**config.mk**
```make
export PLATFORM = sky130hd
export DESIGN_NAME = eth_mdio_responder_flat
export DESIGN_NICKNAME = d
export VERILOG_FILES = /design/src/rtl/eth_mdio_pkg.sv /design/src/rtl/eth_mdio_responder_if.sv /design/src/rtl/eth_mdio_sync_edge.sv /design/src/rtl/eth_mdio_responder.sv /design/src/flat_wrapper.sv
export SDC_FILE = /design/constraint.sdc
export NUM_CORES = 1
export LEC_CHECK = 0
export CORE_UTILIZATION = 45
export DETAILED_ROUTE_END_ITERATION = 8
export GPL_ROUTABILITY_DRIVEN = 1
export PLACE_DENSITY = 0.67
export REMOVE_ABC_BUFFERS = 1
export SLEW_MARGIN = 10
export SYNTH_ARGS = -nofsm -noshare
export SYNTH_HDL_FRONTEND = slang
export SYNTH_HIERARCHICAL = 1
export SYNTH_SLANG_ARGS = --single-unit
```
**constraint.sdc**
```tcl
create_clock -name Clk -period 3 [get_ports Clk]
set_input_delay 0.45 -clock Clk [delete_from_list [all_inputs] [get_ports Clk]]
set_output_delay 0.45 -clock Clk [all_outputs]
set_load 0.05 [all_outputs]
```
**src/rtl/eth_mdio_pkg.sv**
```systemverilog
// rtl/eth_mdio_pkg.sv - shared constants and FSM state type for the MDIO responder
package eth_mdio_pkg;

  localparam int PHYAD_W = 5;
  localparam int REGAD_W = 5;
  localparam int DATA_W  = 16;

  localparam logic [1:0] OP_READ  = 2'b10;
  localparam logic [1:0] OP_WRITE = 2'b01;

  typedef enum logic [3:0] {
    ST_IDLE,
    ST_ST,
    ST_OP,
    ST_PHYAD,
    ST_REGAD,
    ST_TA,
    ST_WDATA,
    ST_RDATA,
    ST_SKIP
  } mdio_state_t;

endpackage

```
**src/rtl/eth_mdio_responder_if.sv**
```systemverilog
// rtl/eth_mdio_responder_if.sv - register-file bus between the responder and its 32x16 register file
interface eth_mdio_responder_if;
  import eth_mdio_pkg::*;

  logic [REGAD_W-1:0] RegAddr;
  logic               RegRdEn;
  logic [DATA_W-1:0]  RegRdData;
  logic               RegWrEn;
  logic [DATA_W-1:0]  RegWrData;

  modport master (
    output RegAddr, RegRdEn, RegWrEn, RegWrData,
    input  RegRdData
  );

  modport slave (
    input  RegAddr, RegRdEn, RegWrEn, RegWrData,
    output RegRdData
  );

endinterface

```
**src/rtl/eth_mdio_sync_edge.sv**
```systemverilog
// rtl/eth_mdio_sync_edge.sv - 2-flop synchronizers for Mdc/Mdi and the Mdc rising-edge sample strobe
module eth_mdio_sync_edge (
  input  logic Clk,
  input  logic Reset,
  input  logic Mdc,
  input  logic Mdi,
  output logic mdc_rise,
  output logic mdi_sync
);

  logic [1:0] mdc_ff;
  logic [1:0] mdi_ff;
  logic       mdc_d;

  always_ff @(posedge Clk or posedge Reset) begin
    if (Reset) begin
      mdc_ff <= '0;
      mdi_ff <= '0;
      mdc_d  <= 1'b0;
    end else begin
      mdc_ff <= {mdc_ff[0], Mdc};
      mdi_ff <= {mdi_ff[0], Mdi};
      mdc_d  <= mdc_ff[1];
    end
  end

  // Mdi takes the same two-flop path, so it lines up with the strobe.
  assign mdc_rise = mdc_ff[1] & ~mdc_d;
  assign mdi_sync = mdi_ff[1];

endmodule

```
**src/rtl/eth_mdio_responder.sv**
```systemverilog
// rtl/eth_mdio_responder.sv - clause-22 MDIO responder: decodes frames on the oversampled Mdc edge
// and issues single-cycle read/write strobes to a local register file.
module eth_mdio_responder
  import eth_mdio_pkg::*;
#(
  parameter logic [PHYAD_W-1:0] PHY_ADDR = 5'h01,
  parameter bit                 BCAST_EN = 1'b1,
  parameter int                 PRE_LEN  = 32,
  parameter bit                 NOPRE_OK = 1'b1
) (
  input  logic                  Clk,
  input  logic                  Reset,
  input  logic                  Mdc,
  input  logic                  Mdi,
  output logic                  Mdo,
  output logic                  MdoEn,
  eth_mdio_responder_if.master  reg_bus,
  output logic                  Busy,
  output logic                  FrameErr
);

  // Preamble count must be able to hold PRE_LEN itself.
  localparam int                PRE_W   = $clog2(PRE_LEN + 1);
  localparam logic [PRE_W-1:0]  PRE_MAX = PRE_W'(PRE_LEN);

  mdio_state_t         state;
  logic [PRE_W-1:0]    pre_cnt;
  logic [4:0]          bit_cnt;
  logic [1:0]          op;
  logic [DATA_W-1:0]   shreg;
  logic [DATA_W-1:0]   rd_sh;
  logic                rd_cap;
  logic                match;
  logic                last_ok;
  logic                s;
  logic                mdi;

  eth_mdio_sync_edge u_sync (
    .Clk      (Clk),
    .Reset    (Reset),
    .Mdc      (Mdc),
    .Mdi      (Mdi),
    .mdc_rise (s),
    .mdi_sync (mdi)
  );

  assign Busy = (state != ST_IDLE);

  always_ff @(posedge Clk or posedge Reset) begin
    if (Reset) begin
      state             <= ST_IDLE;
      pre_cnt           <= '0;
      bit_cnt           <= '0;
      op                <= '0;
      shreg             <= '0;
      rd_sh             <= '0;
      rd_cap            <= 1'b0;
      match             <= 1'b0;
      last_ok           <= 1'b0;
      Mdo               <= 1'b0;
      MdoEn             <= 1'b0;
      FrameErr          <= 1'b0;
      reg_bus.RegAddr   <= '0;
      reg_bus.RegRdEn   <= 1'b0;
      reg_bus.RegWrEn   <= 1'b0;
      reg_bus.RegWrData <= '0;
    end else begin
      reg_bus.RegRdEn <= 1'b0;
      reg_bus.RegWrEn <= 1'b0;
      FrameErr        <= 1'b0;
      rd_cap          <= reg_bus.RegRdEn;
      if (rd_cap) rd_sh <= reg_bus.RegRdData;

      if (s) begin
        case (state)
          ST_IDLE: begin
            if (mdi) begin
              if (pre_cnt < PRE_MAX) pre_cnt <= pre_cnt + 1'b1;
            end else begin
              pre_cnt <= '0;
              if (pre_cnt >= PRE_MAX || (NOPRE_OK && last_ok)) begin
                state   <= ST_ST;
                last_ok <= 1'b0;
              end
            end
          end
          ST_ST: begin
            bit_cnt <= '0;
            if (mdi) state <= ST_OP;
            else begin
              FrameErr <= 1'b1;
              state    <= ST_IDLE;
            end
          end
          ST_OP: begin
            op <= {op[0], mdi};
            if (bit_cnt == 5'd1) begin
              bit_cnt <= '0;
              if ({op[0], mdi} == OP_READ || {op[0], mdi} == OP_WRITE) state <= ST_PHYAD;
              else begin
                FrameErr <= 1'b1;
                state    <= ST_IDLE;
              end
            end else bit_cnt <= bit_cnt + 5'd1;
          end
          ST_PHYAD: begin
            shreg <= {shreg[DATA_W-2:0], mdi};
            if (bit_cnt == 5'd4) begin
              match   <= ({shreg[3:0], mdi} == PHY_ADDR) ||
                         (BCAST_EN && {shreg[3:0], mdi} == '0 && op == OP_WRITE);
              bit_cnt <= '0;
              state   <= ST_REGAD;
            end else bit_cnt <= bit_cnt + 5'd1;
          end
          ST_REGAD: begin
            shreg <= {shreg[DATA_W-2:0], mdi};
            if (bit_cnt == 5'd4) begin
              reg_bus.RegAddr <= {shreg[3:0], mdi};
              bit_cnt         <= '0;
              if (match) begin
                reg_bus.RegRdEn <= (op == OP_READ);
                state           <= ST_TA;
              end else state <= ST_SKIP;
            end else bit_cnt <= bit_cnt + 5'd1;
          end
          ST_TA: begin
            if (op == OP_READ) begin
              // Master has released the pad during TA bit 1; drive the TA 0 from here.
              MdoEn   <= 1'b1;
              Mdo     <= 1'b0;
              bit_cnt <= '0;
              state   <= ST_RDATA;
            end else begin
              shreg <= {shreg[DATA_W-2:0], mdi};
              if (bit_cnt == 5'd1) begin
                bit_cnt <= '0;
                if ({shreg[0], mdi} == 2'b10) state <= ST_WDATA;
                else begin
                  FrameErr <= 1'b1;
                  state    <= ST_IDLE;
                end
              end else bit_cnt <= bit_cnt + 5'd1;
            end
          end
          ST_WDATA: begin
            shreg <= {shreg[DATA_W-2:0], mdi};
            if (bit_cnt == 5'(DATA_W - 1)) begin
              reg_bus.RegWrData <= {shreg[DATA_W-2:0], mdi};
              reg_bus.RegWrEn   <= 1'b1;
              last_ok           <= 1'b1;
              state             <= ST_IDLE;
            end else bit_cnt <= bit_cnt + 5'd1;
          end
          ST_RDATA: begin
            if (bit_cnt == 5'(DATA_W)) begin
              MdoEn   <= 1'b0;
              Mdo     <= 1'b0;
              last_ok <= 1'b1;
              state   <= ST_IDLE;
            end else begin
              Mdo     <= rd_sh[DATA_W-1];
              rd_sh   <= {rd_sh[DATA_W-2:0], 1'b0};
              bit_cnt <= bit_cnt + 5'd1;
            end
          end
          ST_SKIP: begin
            // TA (2) plus data (16) belong to another PHY.
            if (bit_cnt == 5'd17) begin
              last_ok <= 1'b1;
              state   <= ST_IDLE;
            end else bit_cnt <= bit_cnt + 5'd1;
          end
          default: state <= ST_IDLE;
        endcase
      end
    end
  end

endmodule

```
**src/flat_wrapper.sv**
```systemverilog
// flat-port wrapper written by rule: the top's interface ports become plain ports
module eth_mdio_responder_flat import eth_mdio_pkg::*;
#(
  parameter logic [PHYAD_W-1:0] PHY_ADDR = 5'h01,
  parameter bit                 BCAST_EN = 1'b1,
  parameter int                 PRE_LEN  = 32,
  parameter bit                 NOPRE_OK = 1'b1
)
  (Clk, Reset, Mdc, Mdi, Mdo, MdoEn, Busy, FrameErr, reg_bus_RegAddr, reg_bus_RegRdEn, reg_bus_RegWrEn, reg_bus_RegWrData, reg_bus_RegRdData);
  eth_mdio_responder_if reg_bus_i ();
  input  logic Clk;
  input  logic Reset;
  input  logic Mdc;
  input  logic Mdi;
  output logic Mdo;
  output logic MdoEn;
  output logic Busy;
  output logic FrameErr;
  output wire logic [$bits(reg_bus_i.RegAddr)-1:0] reg_bus_RegAddr;
  output wire logic [$bits(reg_bus_i.RegRdEn)-1:0] reg_bus_RegRdEn;
  output wire logic [$bits(reg_bus_i.RegWrEn)-1:0] reg_bus_RegWrEn;
  output wire logic [$bits(reg_bus_i.RegWrData)-1:0] reg_bus_RegWrData;
  input wire logic [$bits(reg_bus_i.RegRdData)-1:0] reg_bus_RegRdData;
  assign reg_bus_RegAddr = reg_bus_i.RegAddr;
  assign reg_bus_RegRdEn = reg_bus_i.RegRdEn;
  assign reg_bus_RegWrEn = reg_bus_i.RegWrEn;
  assign reg_bus_RegWrData = reg_bus_i.RegWrData;
  assign reg_bus_i.RegRdData = reg_bus_RegRdData;
  eth_mdio_responder #(.PHY_ADDR(PHY_ADDR), .BCAST_EN(BCAST_EN), .PRE_LEN(PRE_LEN), .NOPRE_OK(NOPRE_OK)) u_core (.Clk(Clk), .Reset(Reset), .Mdc(Mdc), .Mdi(Mdi), .Mdo(Mdo), .MdoEn(MdoEn), .reg_bus(reg_bus_i), .Busy(Busy), .FrameErr(FrameErr));
endmodule
```
== Word level (Yosys, flattened, before mapping) ==
Index checks and enable logic that the tools add are counted.

* Register bits: 82
* Latch bits: 0
* RAM bits: 0
* Bits in read-only memories: 0
* Input bits: 20
* Output and inout port bits: 27
* Memories kept: 0

* Add/subtract/negate cells: 2
* $mul: 0
* Divide/modulo/power cells: 0
* Order comparisons: 2
* Eq/ne operators: 34
* Shift-type cells: 0
* Mux-type cells: 57
* Bitwise operators: 2
* Reductions and logical operators: 24

{| class="wikitable"
|+ Operator list
! operator !! number
|-
| $mux W16 || 4
|-
| $mux W4 || 11
|-
| $pmux W4 S9 || 1
|-
| $pmux W5 S7 || 1
|-
| $mux W5 || 6
|-
| $pmux W15 S2 || 1
|-
| $mux W1 || 23
|-
| $ne A2 B1 Y1 const B || 9
|-
| $reduce_and A3 Y1 || 6
|-
| $eq A4 B3 Y1 const B || 4
|-
| $mux W15 || 1
|-
| $mux W6 || 2
|-
| $eq A5 B1 Y1 const B || 2
|-
| $eq A5 B5 Y1 const B || 2
|-
| $ne A2 B2 Y1 const B || 5
|-
| $reduce_and A10 Y1 || 1
|-
| $eq A4 B2 Y1 const B || 2
|-
| $reduce_bool A4 Y1 || 2
|-
| $reduce_and A7 Y1 || 1
|-
| $reduce_bool A7 Y1 || 1
|-
| $add A6 B1 Y6 const B || 1
|-
| $eq A2 B2 Y1 const B || 3
|-
| $ge A6 B6 Y1 const B || 1
|-
| $lt A6 B6 Y1 const B || 1
|-
| 24 further kinds || 30
|}

== Depth between registers and ports, before layout ==
Gate-level depths: netlist (run 1).

* Depth after elaboration: 6
* Gate-level depth with buffers: 9
* Depth with buffers taken out: 7

== Hierarchy ==
Netlist (run 1), hierarchy kept.

{| class="wikitable"
|+ By module, submodules not included
! module !! times used !! cells each !! area an instance (um^2) !! sequential area each (um^2)
|-
| eth_mdio_responder || 1 || 320 || 3729.8 || 1926.8
|-
| eth_mdio_sync_edge || 1 || 7 || 142.6 || 125.1
|}

== Worst setup path after synthesis (run 1) ==
OpenSTA, ideal clock, no wires.

* Kind: register to register
* From: register u_core.state[0]
* To: register u_core.state[3]
* Setup time: 0.128 ns
* Arrival: 2.022 ns
* Data required time: 2.872 ns
* Slack: 0.851 ns
* Cell stages (with the launch flop): 8
* Buffers on the path: 1
* Clock period less this slack: 2.149 ns
* Path through: dfrtp_1 > buf_2 > nor4_2 > inv_1 > o21ai_0 > nor4_2 > o21ai_2 > mux2_1

* Cells in the longest elaborated chain, start to end: 3
* Elaborated cells between the ends (all ways): 20
* Classes of those cells: eq/ne: 17; mux: 1; reduce/logical: 2

{| class="wikitable"
|+ Ends and longest elaborated chain
! element !! line !! RTL
|-
| start, declared || eth_mdio_responder.sv:26 || <nowiki>mdio_state_t state;</nowiki>
|-
| start signal, assigned || eth_mdio_responder.sv:51 || <nowiki>state <= ST_IDLE;</nowiki>
|-
| start signal, assigned || eth_mdio_responder.sv:82 || <nowiki>state <= ST_ST;</nowiki>
|-
| start signal, assigned || eth_mdio_responder.sv:89 || <nowiki>if (mdi) state <= ST_OP;</nowiki>
|-
| $eq A4 B3 Y1, or another cell as far along || eth_mdio_responder.sv:75 || <nowiki>case (state)</nowiki>
|-
| $ne A3 B1 Y1 (no line), or another cell as far along || n/a ||
|-
| $reduce_and A10 Y1 (no line) || n/a ||
|}

Parallel ways exist; a longest one is shown, timed or not.
A chain may end at the register's enable or synchronous reset.

== Worst setup path in the final report (run 1) ==
* From: register u_core.state[1]
* To: output port Busy

* Cells in the longest elaborated chain, start to end: 1

{| class="wikitable"
|+ Ends and longest elaborated chain
! element !! line !! RTL
|-
| $reduce_bool A4 Y1 || eth_mdio_responder.sv:47 || <nowiki>assign Busy = (state != ST_IDLE);</nowiki>
|-
| end, declared || flat_wrapper.sv:17 || <nowiki>output logic Busy;</nowiki>
|}

No other way between the ends.

==> flow_summary.ini, run 1 <==
[status]
status = finished, final reports clean

[cells_and_area]
antenna_cells = 0
register_area_um2 = 2050
utilization = 0.560
multi_input_area_um2 = 1690
final_common_cell = dfrtp_1
area_growth_pct = 19.5
fill_cells = 738
drive_gt1_frac = 0.138
nets = 397
final_cell_mix = dfrtp_1, clkdlybuf4s50_1, nand2_1

[drt]
drtAntennaViolNets = 0
drc_errors = 0
vias_per_cell = 5.45
wire_per_inst_um = 15.0
vias = 2623
drt_wl_total_mm = 7.20
dr.first_iter.drc_count = 128
dr.pass1.iters = 5

[place]
hpwl_mm = 4.95
portBuffers = 46
finalWeightedCongestion = 0.826

[worst_setup_path]
slowest_stage = clkdlybuf4s50_1
r2r_end = u_core/state[2]
crit_required_ns = 2.55
rrSetupSlack_ns = 0.72
r2r_cells = 5
max_stage_delay_ns = 0.73
r2r-start = u_core/state[3]
critPathLaunchType = register
worstSetupPathType = reg -> out
arrival_ns = 2.19
endpoint_kind = output port
path_cells = nor4_2 -> inv_1 -> clkdlybuf4s50_1
critPathBufInv = 2
cpLargestDelayFamily = buffers and inverters
worst-path-max-fanout = 15

[sta]
slew_viol_final = 0
setup_viol = 0
rsz0062_at_grt = no
tightest_slew_ns = 0.843
finalCritPeriodShare = 0.880
fin_tns_setup_ns = 0
finalClockSkew_ns = 0.00832
timing_hold_violations_final = 0
fmax_mhz = 379
min_period_ns = 2.64
relSlewSlack = 0.438

[clock_tree]
post_cts_buffers = 0
cts.clk_slew.worst_paths_ns = 0.08
clock_latency_ns = 0.35
cts_root_buf = clkbuf_8
clockBufferDepth = 2
cts_made_buffers = 9
cts_tree = done
htree_levels = 3
cts_resized = 0
postCtsHoldBufs = 0
cts_num_sinks = 82

[pwr]
vdd_ir_drop_max_v = 0.000274
power.density_nw_per_um2 = 432
power_leakage_nw = 1.97

[global_route]
grt_antenna_before_repair = 0
grt_pass1_wl_mm = 12.0
grt_max_degree = 52
grt_overflow = 0
first_global_vias = 2630
grt_use_total = 0.176

[floorplan]
core_um2 = 8260
die_area_um2 = 8980
fp.dieW_um = 94.8
rows = 33
initial_core_util = 0.469
num_io_pins = 47
die_h_um = 94.8

[synthesis]
synthCells = 327
synth-seq-cells = 82
synthFlopType = dfrtp_1
yosysSeqAreaShare = 0.530
syn_avg_cell_area_um2 = 11.8
synth_edf_count = 0
netlist_area_um2 = 3870
ys_warn_count = 6
yosysUniqueCellTypes = 53
synthArstFlopShare = 1.00

[min_path]
hold_path_class = in -> async

[flow_run]
max_cap_viol_count = 0
-- worst reg2reg max path, delay by kind of cell, from the launching register on --
| family | cells | cell delay [ns] |
|---|---|---|
| compound gates | 1 | 0.15 |
| simple gates | 3 | 0.98 |
| flops | 1 | 0.68 |
| mux | 1 | 0.36 |
-- stage by stage --
stage	worst slack [ns]	cells	instance area, um^2	power, mW	hold slack [ns]
2_1_floorplan	0.583	309	3780	1.18	0.229
3_3_place_gp	0.761	465	4430	1.22	0.333
3_5_place_dp	0.743	465	4430	1.22	0.335
4_1_cts	0.352	481	4630	2.03	0.331
5_1_grt	0.187	481	4630	2.09	0.344
6_report	0.360	481	4630	2.00	0.337
-- cells in the mapped netlist, drive strengths merged, types with 4 or more instances --
cell type   n  area share
nor3       10       0.017
buf        10       0.015
clkbuf      8      0.0078
nand2      30       0.029
o22a        4      0.0090
nand2b      7       0.011
a31oi       4       0.010
nand3       5      0.0065
mux2       44        0.13
inv        11       0.011
dfrtp      82        0.53
o21ai      27       0.037
nor4        4      0.0097
ha          6       0.019
nor2       10      0.0097
nor2b       4      0.0084
mux2i      17       0.044
-- registers in the layout, indices dropped and copies added (netlist names) --
register / flops
u_core/bit_cnt: 5
u_core/Mdo: 1
u_core/pre_cnt: 6
u_core/rd_cap: 1
u_core/rd_sh: 16
u_core/op: 2
u_core/reg_bus.RegWrEn: 1
u_core/u_sync/mdi_ff: 2
u_core/reg_bus.RegRdEn: 1
u_core/last_ok: 1
u_core/reg_bus.RegAddr: 5
u_core/match: 1
u_core/FrameErr: 1
u_core/MdoEn: 1
u_core/shreg: 15
u_core/reg_bus.RegWrData: 16
u_core/u_sync/mdc_d: 1
u_core/u_sync/mdc_ff: 2
u_core/state: 4
-- kinds of logic after synthesis --
group	Yosys count	share of synthesized area
AO/OA/AOI/OAI	62	0.112
buffers and inverters	29	0.0336
multiplexers	61	0.172
adder cells (fa/ha/maj)	6	0.0194
flip-flops	82	0.530
XOR/XNOR	2	0.00452
AND/OR/NAND/NOR	85	0.129
-- power by group --
group / total (mW) / internal (mW) / switching, mW
sequential: 1.12 / 1.11 / 0.00767
clock: 0.799 / 0.395 / 0.404
combinational: 0.0783 / 0.0376 / 0.0407
-- routing by layer --
layer	vias to the layer above	share of wire	global-route usage
met4	0	0.012	0.0631
met3	7	0.057	0.0523
met2	68	0.46	0.276
met1	1276	0.47	0.230
met5	-	0	0
li1	1272	-	-
-- how the worst max path moves through the flow --
stage                                from         endpoint  slack, ns  depth (start not counted)
after floorplan                     Reset  u_core/FrameErr       0.58                          1
after global placement    u_core/state[3]             Busy       0.76                          3
after detailed placement  u_core/state[3]             Busy       0.74                          3
after CTS                 u_core/state[3]             Busy       0.35                          3
after global routing      u_core/state[3]             Busy       0.19                          3
final                     u_core/state[1]             Busy       0.36                          3
-- final cells by class --
type / instances / share of cell area
clock buffer: 10 / 0.0276
tap: 105 / 0.0284
inverter: 11 / 0.00892
clock inverter: 6 / 0.0160
timing repair buffer: 51 / 0.110
sequential: 82 / 0.443
multi-input combinational: 216 / 0.365
No activity file was read; power rests on OpenSTA's default activity.
==> run 2: changes to the inputs <==
--- a/config.mk
+++ b/config.mk
@@ -5,6 +5,7 @@
 export SDC_FILE = /design/constraint.sdc
 export NUM_CORES = 1
 export LEC_CHECK = 0
+export ABC_CLOCK_PERIOD_IN_PS = 3000
 export CORE_UTILIZATION = 45
 export DETAILED_ROUTE_END_ITERATION = 8
 export GPL_ROUTABILITY_DRIVEN = 1
==> results of run 2 <==
The final DEF is identical to that of run 1; final timing and power are the same.
==> run 3: changes to the inputs <==
--- a/config.mk
+++ b/config.mk
@@ -6,6 +6,7 @@
 export NUM_CORES = 1
 export LEC_CHECK = 0
 export ABC_CLOCK_PERIOD_IN_PS = 3000
+export CAP_MARGIN = 40
 export CORE_UTILIZATION = 45
 export DETAILED_ROUTE_END_ITERATION = 8
 export GPL_ROUTABILITY_DRIVEN = 1
==> constraint.sdc (replaced) <==
create_clock -name Clk -period 3 [get_ports Clk]
set_input_delay 0.45 -clock Clk [delete_from_list [all_inputs] [get_ports Clk]]
set_output_delay 0.45 -clock Clk [all_outputs]
set_load 0.01 [all_outputs]
==> run 3 against run 2 <==
  * Routed wire length is 2.6% higher
  * Sequential share of layout area about the same
  * Critical endpoint unchanged
  * Critical path depth unchanged
  * Clock power about the same
  * Sequential power is essentially flat
  * Register-to-register slack improved by 0.02 ns
  * Non-clock buffer count is the same
==> flow_summary.ini, run 3 (synthesized netlist as in run 1, its figures left out) <==
[place]
portBuffers = 46
dpl.cell_count = 465
place_ws_ns = 0.750
finalWeightedCongestion = 0.846
hpwl_mm = 5.14
place_area_um2 = 4430

[global_route]
use_met1 = 0.249
grt_use_total = 0.181
first_global_vias = 2562
grt_max_degree = 50
grt_antenna_before_repair = 0
grt_overflow = 0
grt_use_met3 = 0.0322
grt_pass1_wl_mm = 12.5
top_usage_layer = met2
grtUsageMet2 = 0.278

[floorplan]
rows = 33
die_area_um2 = 8980
fp.dieW_um = 94.8
num_io_pins = 47
die_h_um = 94.8
initial_core_util = 0.469
core_um2 = 8260

[cells_and_area]
antenna_cells = 0
final_common_cell = dfrtp_1
area_growth_pct = 19.5
fill_cells = 707
nets = 397
final_area_um2 = 4630
fin_cells = 481
drive_gt1_frac = 0.138
final_cell_mix = dfrtp_1, clkdlybuf4s50_1, nand2_1
largestRegisters = u_core/rd_sh (16), u_core/reg_bus.RegWrData (16), u_core/shreg (15)

[drt]
dr.pass1.iters = 5
drc_errors = 0
vias = 2635
drt_wl_total_mm = 7.38
wire_per_inst_um = 15.3
drtAntennaViolNets = 0
vias_per_cell = 5.48
dr.first_iter.drc_count = 133

[pwr]
power_leakage_nw = 1.97
power.density_nw_per_um2 = 432
vdd_ir_drop_max_v = 0.000250

[worst_setup_path]
rrSetupSlack_ns = 0.74
r2r_end = u_core/shreg[5]
worst-path-max-fanout = 15
crit_required_ns = 2.55
worstSetupPathType = reg -> out
crit_path_end = Busy
arrival_ns = 1.98
r2r-start = u_core/state[3]
endpoint_kind = output port
critPathLaunchType = register
cp-startpoint = u_core/state[1]
r2r_cells = 5

[clock_tree]
clockBufferDepth = 2
clock_latency_ns = 0.35
htree_levels = 3
post_cts_buffers = 0
cts_tree = done
postCtsHoldBufs = 0
cts_resized = 0
cts.clk_slew.worst_paths_ns = 0.08
cts_made_buffers = 9
cts_num_sinks = 82
cts_root_buf = clkbuf_8

[sta]
setup_viol = 0
rsz0062_at_grt = no
fmax_mhz = 412
worst_slack_ns = 0.572
tightest_slew_ns = 0.830
min_period_ns = 2.43
slew_viol_final = 0
timing_hold_violations_final = 0
finalCritPeriodShare = 0.809
finalClockSkew_ns = 0.0167
relSlewSlack = 0.446
fin_tns_setup_ns = 0

[min_path]
hold_path_class = in -> async

[status]
status = finished, final reports clean

[flow_run]
max_cap_viol_count = 0
==> run 3: worst min-delay path by stage <==
stage,endpoint,slack [ns]
detailed placement,u_core/u_sync/mdc_ff[1],0.33
floorplan,u_core/u_sync/mdc_d,0.23
global route,u_core/u_sync/mdi_ff[1],0.36
global placement,u_core/u_sync/mdi_ff[1],0.33
CTS,u_core/u_sync/mdi_ff[0],0.32
finish,u_core/u_sync/mdi_ff[0],0.33
==> run 3: final cells by class <==
type,instances,area (um^2),area share
Clock buffer,10,128,0.0276
Clock inverter,6,72.6,0.0157
Inverter,11,41.3,0.00893
Multi-Input combinational cell,216,1690,0.365
Sequential cell,82,2050,0.444
Tap cell,105,131,0.0284
Timing Repair Buffer,51,510,0.110
==> run 3: where the power goes <==
part / total, mW / switching (mW) / internal, mW / leakage (nW)
sequential: 1.12 / 0.00746 / 1.11 / 1.05
combinational: 0.0787 / 0.0412 / 0.0375 / 0.815
clock: 0.798 / 0.405 / 0.394 / 0.0975
==> run 3: worst max-delay path, cell delays in order (launching register included) <==
cell and delay, ns:
dfrtp_1 0.55, nor4_2 0.40, inv_1 0.18, clkdlybuf4s50_1 0.51
==> run 3: stage by stage <==
stage               hold WS, ns  total power, mW   util
CTS                       0.325             2.03  0.560
global placement          0.331             1.22  0.536
floorplan                 0.229             1.18      -
finish                    0.333             2.00  0.560
detailed placement        0.335             1.22  0.536
global route              0.362             2.09  0.560
==> run 3: routing by layer <==
layer,wire length [um],up-vias,part of all wire
met3,394,14,0.053
met2,3410,76,0.46
met1,3460,1275,0.47
li1,-,1270,-
met5,0,-,0
met4,124,0,0.017
